File: src/rtl/mem_pkg.sv
`default_nettype none
// ---------------------------------------------------------------------------
// mem_pkg : shared memory geometry and arbiter state encoding
// Revision: 1.0
// ---------------------------------------------------------------------------
package mem_pkg;
  localparam int MEM_SIZE_BYTES   = 4096;
  localparam int DATA_WIDTH_BYTES = 4;
  localparam int ADDR_WIDTH       = $clog2(MEM_SIZE_BYTES);

  typedef enum logic [0:0] {
    LOAD = 1'b0,
    RUN  = 1'b1
  } arb_state_t;
endpackage
`default_nettype wire

File: src/rtl/rr_arb2.sv
`default_nettype none
// ---------------------------------------------------------------------------
// rr_arb2 : two-way round-robin arbiter; pointer resets to favour the d port
// Revision: 1.0
// ---------------------------------------------------------------------------
module rr_arb2 (
  input  logic clk,
  input  logic rst_bar,
  input  logic req_d,
  input  logic req_if,
  output logic gnt_d,
  output logic gnt_if
);
  logic r_favour_d;

  assign gnt_d  = req_d  && (!req_if || r_favour_d);
  assign gnt_if = req_if && (!req_d  || !r_favour_d);

  // Any grant hands priority to the other port, so a lone request also counts.
  always_ff @(posedge clk) begin
    if (!rst_bar) begin
      r_favour_d <= 1'b1;
    end else if (gnt_d) begin
      r_favour_d <= 1'b0;
    end else if (gnt_if) begin
      r_favour_d <= 1'b1;
    end
  end
endmodule
`default_nettype wire

File: src/rtl/mem_arbiter.sv
`default_nettype none
// ---------------------------------------------------------------------------
// mem_arbiter : boot loader then fetch/data round-robin access to one memory
// Revision: 1.0
// ---------------------------------------------------------------------------
module mem_arbiter
  import mem_pkg::*;
(
  input  logic                          clk,
  input  logic                          rst_bar,
  input  logic                          ld_valid,
  input  logic [8*DATA_WIDTH_BYTES-1:0] ld_data,
  input  logic                          ld_last,
  output logic                          ld_ready,
  output logic                          ld_done,
  input  logic                          if_req,
  input  logic [ADDR_WIDTH-1:0]         if_addr,
  output logic                          if_gnt,
  output logic                          if_rvalid,
  input  logic                          d_req,
  input  logic                          d_we,
  input  logic [DATA_WIDTH_BYTES-1:0]   d_be,
  input  logic [ADDR_WIDTH-1:0]         d_addr,
  input  logic [8*DATA_WIDTH_BYTES-1:0] d_wdata,
  output logic                          d_gnt,
  output logic                          d_rvalid,
  output logic [8*DATA_WIDTH_BYTES-1:0] rdata,
  output logic [ADDR_WIDTH-1:0]         mem_addr,
  output logic [8*DATA_WIDTH_BYTES-1:0] mem_data_w,
  output logic [DATA_WIDTH_BYTES-1:0]   mem_w_bar,
  input  logic [8*DATA_WIDTH_BYTES-1:0] mem_data_r
);
  localparam logic [ADDR_WIDTH-1:0] c_WORD_STEP  = ADDR_WIDTH'(DATA_WIDTH_BYTES);
  localparam logic [ADDR_WIDTH-1:0] c_LAST_WORD  = ADDR_WIDTH'(MEM_SIZE_BYTES - DATA_WIDTH_BYTES);
  localparam logic [ADDR_WIDTH-1:0] c_ALIGN_MASK = ~ADDR_WIDTH'(DATA_WIDTH_BYTES - 1);

  arb_state_t            r_state;
  arb_state_t            w_state_next;
  logic [ADDR_WIDTH-1:0] r_ld_ptr;
  logic                  r_ld_done;
  logic                  r_if_rvalid;
  logic                  r_d_rvalid;
  logic                  w_run;
  logic                  w_ld_accept;
  logic                  w_ld_final;
  logic                  w_gnt_if;
  logic                  w_gnt_d;
  logic [ADDR_WIDTH-1:0] w_sel_addr;

  assign w_run       = rst_bar && (r_state == RUN);
  assign w_ld_accept = rst_bar && (r_state == LOAD) && ld_valid;
  assign w_ld_final  = ld_last || (r_ld_ptr == c_LAST_WORD);

  rr_arb2 u_arb (
    .clk     (clk),
    .rst_bar (rst_bar),
    .req_d   (w_run && d_req),
    .req_if  (w_run && if_req),
    .gnt_d   (w_gnt_d),
    .gnt_if  (w_gnt_if)
  );

  always_ff @(posedge clk) begin
    if (!rst_bar) begin
      r_state <= LOAD;
    end else begin
      r_state <= w_state_next;
    end
  end

  always_comb begin
    w_state_next = r_state;
    ld_ready     = 1'b0;
    if_gnt       = 1'b0;
    d_gnt        = 1'b0;
    w_sel_addr   = r_ld_ptr;
    mem_data_w   = ld_data;
    mem_w_bar    = '1;
    if (rst_bar) begin
      case (r_state)
        LOAD: begin
          ld_ready = 1'b1;
          if (ld_valid) begin
            mem_w_bar = '0;
            if (w_ld_final) begin
              w_state_next = RUN;
            end
          end
        end
        RUN: begin
          if_gnt     = w_gnt_if;
          d_gnt      = w_gnt_d;
          mem_data_w = d_wdata;
          w_sel_addr = w_gnt_if ? if_addr : d_addr;
          if (w_gnt_d && d_we) begin
            mem_w_bar = ~d_be;
          end
        end
        default: w_state_next = LOAD;
      endcase
    end
  end

  assign mem_addr = w_sel_addr & c_ALIGN_MASK;

  always_ff @(posedge clk) begin
    if (!rst_bar) begin
      r_ld_ptr    <= '0;
      r_ld_done   <= 1'b0;
      r_if_rvalid <= 1'b0;
      r_d_rvalid  <= 1'b0;
    end else begin
      if (w_ld_accept) begin
        r_ld_ptr <= r_ld_ptr + c_WORD_STEP;
        if (w_ld_final) begin
          r_ld_done <= 1'b1;
        end
      end
      r_if_rvalid <= w_gnt_if;
      r_d_rvalid  <= w_gnt_d && !d_we;
    end
  end

  // Gating by rst_bar kills a read response whose cycle coincides with reset.
  assign ld_done   = r_ld_done;
  assign if_rvalid = r_if_rvalid && rst_bar;
  assign d_rvalid  = r_d_rvalid && rst_bar;
  assign rdata     = (if_rvalid || d_rvalid) ? mem_data_r : '0;
endmodule
`default_nettype wire

File: config.mk
export PLATFORM = sky130hd
export DESIGN_NAME = mem_arbiter
export DESIGN_NICKNAME = d
export VERILOG_FILES = /design/src/rtl/mem_pkg.sv /design/src/rtl/rr_arb2.sv /design/src/rtl/mem_arbiter.sv
export SDC_FILE = /design/constraint.sdc
export NUM_CORES = 1
export LEC_CHECK = 0
export CORE_AREA = 2 2 85 87
export CTS_CLUSTER_SIZE = 28
export DETAILED_ROUTE_END_ITERATION = 8
export DIE_AREA = 0 0 87 89
export PLACE_DENSITY = 0.86
export SLEW_MARGIN = 20
export SYNTH_ARGS = -nofsm -noshare
export SYNTH_HDL_FRONTEND = slang
export SYNTH_SLANG_ARGS = --single-unit
File: constraint.sdc
create_clock -name clk -period 2.57 [get_ports clk]
set_clock_uncertainty 0.2 [all_clocks]
set_input_delay 0.514 -clock clk [delete_from_list [all_inputs] [get_ports clk]]
set_output_delay 0.514 -clock clk [all_outputs]
set_load 0.01 [all_outputs]
==> impl_summary.md <==
Finish
After routing the design area is 4050 µm². The final layout contains 626 nets. In the final layout, the multi-input gates occupy 1230 µm². The area growth from synthesis to layout is 154%. The repair_antennas step left the layout with diodes totalling 0. In the final layout, the share of cells above drive strength 1 is 6.90%.

Once layout is complete, the utilization of the core stands at 60.3%. Once layout is complete, the cells apart from fillers number 573. The filler cells instantiated in the layout total 608. The register cell area after layout is 300 µm².

Timing
The final hold violation count is 0. The minimum setup slack in the final design is 0.0310 ns. The maximum clock frequency is 0.394 GHz. The worst hold margin is 0.307 ns. The worst path uses 98.8% of the clock period. Setup violations remaining at the end of the flow were counted as 0.

For the final routed database, the setup TNS stands at 0 ns. For the finished layout, the period the worst path requires is 2.54 ns. The max-slew violation count is 0.

Global routing
The via count of the first global-routing pass is 2674. The initial antenna violation count is 0. Global routing used 20.5% of the available tracks across all layers.

The first global-routing pass estimated 12600 µm of wire. The final global-route overflow total is 0. Entering global routing, the biggest net connects 33 pins.

Yosys
The synthesized instance count is 276. The synthesized design contains 0 enable-type register cells. In the post-synthesis netlist, the biggest area contributors are nand2_1 (27%), dfxtp_1 (19%), and2_1 (14%). The synthesized design devotes to its leading area cell type 27.4% of total area. The share of async-settable or async-resettable flops after synthesis is 0%. Sequential elements use 18.9% of the synthesized area. The cell area after synthesis is 1590 µm². The biggest area contributor in the post-synthesis netlist is nand2_1. The synthesized area per cell is 5.77 µm². Yosys printed 0 warnings. The count of cell types in the netlist is 32. The most frequently used flop master after synthesis is dfxtp_1. Synthesis inferred 15 register bits.

Route
For this run, design rule violations remaining after detail routing come to 0. The violation count after the first detailed-routing iteration is 92. After detailed routing, the average wire length per cell comes to 15.3 µm. Using the TritonRoute via totals, the vias-per-cell ratio works out to 4.83. Detailed routing inserted a total of 2766 vias. The number of search-and-repair iterations in the first detailed-routing pass is 4. Once detail routing completed, the nets flagged for antenna violations numbered 0. Wires add up to 8750 µm.

Pwr
The static leakage is 2.12 nW. IR analysis of the VDD net gives a maximum drop of 152 µV. The total power draw is 952 µW.

For this design the ratio of total power to cell area is 235 nW/µm².

Clock network
The tree is rooted in a clkbuf_8. Counting along the longest clock path gives a buffer depth of 2. The number of sinks driven by the clock tree is 15. The clock transition at the registers of the reported paths is 0.07 ns. Buffers inserted to repair hold after CTS numbered 0.

CTS built an H-tree with a depth of 1. TritonCTS created 3 clock buffers. The later pin in the worst-skew pair is clocked with a latency of 0.26 ns. The TritonCTS clock tree is done.

Worst setup path
Among cell families on the critical path, the largest total delay comes from buffers and inverters. On the worst path, the slowest cell contributes a delay of 0.54 ns. The largest individual stage delay along the critical path comes from the cell clkdlybuf4s50_1. In this run the worst path has a maximum fanout of 18. The type of element capturing the critical path is an output port. Data on the critical path arrives at its endpoint at 1.82 ns. The kind of launch point of the worst setup path is an input port. Counting both buffers and inverters, the worst setup path holds a total of 3.

The most numerous cell type found on the critical path is nand2_1. The type of the setup path with the least slack is input port to output port. The signal on the critical path passes through clkdlybuf4s15_2, and2_4, buf_8, nand2_1, nand2_1, clkdlybuf4s50_1.

For the worst setup path, the data required time is 1.86 ns.

Floorplanning
The initial utilization of the core area, before any placement, comes to 23.7%. The area of the core region is 6720 µm². The die boundary height is 89 µm. The floorplan has 30 rows.

From left edge to right edge, the die measures 87 µm. The floorplan step defined a die boundary enclosing 7740 µm². 217 I/O pins were placed.

Outcome
The flow ran to the end, and the final reports show no timing, DRC or antenna violations.

Placement
The HPWL after detailed placement is 6850 µm. The number of placed instances, taps included, is 564. The pre-CTS setup slack is -0.439 ns. The placed instances occupy a cell area of 3860 µm². The count of buffers inserted at the top-level ports is 210. At the end of routability-driven placement, the weighted congestion stood at 0.853.

Worst hold path
The worst hold path belongs to the class flop to flop.

Job
The tool flagged a number of max-cap violations equal to 0.
## worst paths after layout
path / startpoint / endpoint / slack, ns / cells after the start
setup / recovery: rst_bar / mem_data_w[6] / 0.03 / 6
hold / removal: r_ld_ptr[11] / r_ld_ptr[11] / 0.31 / 2
setup reg to reg: r_ld_ptr[2] / ld_done / 0.86 / 4
hold reg to reg: r_ld_ptr[11] / r_ld_ptr[11] / 0.31 / 2
## worst register-to-register path, stage by stage (launching register included)
cell and delay, ns:
dfxtp_1 0.41, ha_1 0.25, and3_1 0.19, or4b_1 0.46
a21oi_1 0.13
## cells by family after synthesis
kind of cell | after synthesis | synth area share, %
flops | 15 | 18.9
mux | 3 | 1.89
other cells | 1 | 0.236
xor+xnor | 1 | 0.550
compound gates | 22 | 8.10
buf+inv | 21 | 6.29
fa+ha+maj | 1 | 0.786
simple gates | 212 | 63.3
## where the power goes
part	internal (mW)	leakage, nW	switching, mW
combinational	0.321	1.98	0.189
clock	0.108	0.0255	0.0897
sequential	0.239	0.122	0.00631
total	0.667	2.12	0.285
## registers in the layout, indices dropped and copies added, names as in the netlist
name	cells
r_ld_ptr	10
ld_done	1
r_d_rvalid	1
r_if_rvalid	1
r_state	1
u_arb.r_favour_d	1
## cells in the mapped netlist, types with 2 or more instances
| cell type | number |
|---|---|
| nand2_1 | 116 |
| and2_1 | 36 |
| nand3_1 | 34 |
| dfxtp_1 | 15 |
| a21oi_1 | 12 |
| clkbuf_1 | 11 |
| nor2_1 | 6 |
| buf_2 | 5 |
| o21ai_0 | 4 |
| and3_1 | 3 |
| mux2i_1 | 3 |
| nand2b_1 | 3 |
| o31ai_1 | 3 |
| or4_1 | 3 |
| and4_1 | 2 |
| buf_4 | 2 |
| nand4_1 | 2 |
| or3_1 | 2 |
## what timing repair did
item,CTS,global route
pin swaps,1,2
gates cloned,2,0
setup endpoints to repair,82,26
buffers inserted,3,0
resized for setup,55,22
## metal layers
metal,share of wire (%),track usage (%),vias to the layer above
met5,0,0,-
met1,35,21.0,1250
met2,51,39.1,165
met3,11,5.82,15
li1,-,-,1336
met4,2.4,8.10,0
## cell type report
type / instances / area share (%)
clock buffer: 3 / 1.02
timing repair buffer: 231 / 58.4
multi-input combinational: 241 / 30.4
sequential: 15 / 7.42
clock inverter: 1 / 0.124
tap: 80 / 2.47
inverter: 2 / 0.216
## cell usage in the layout (no fill, tap or decap), types with 3 or more instances in the layout
cell type          n
nand2_1          115
mux2i_1            3
buf_6              4
and2_1            35
nand2b_1           3
and3_1             3
clkbuf_8           3
nand3_1           34
dfxtp_1           15
o21ai_0            4
or4_1              3
nor2_1             5
dlygate4sd2_1     31
clkdlybuf4s50_1  155
a21oi_1           12
o31ai_1            3
buf_4             12
buf_12             3
dlymetal6s2s_1    22
Power figures use the tool's default switching activity.
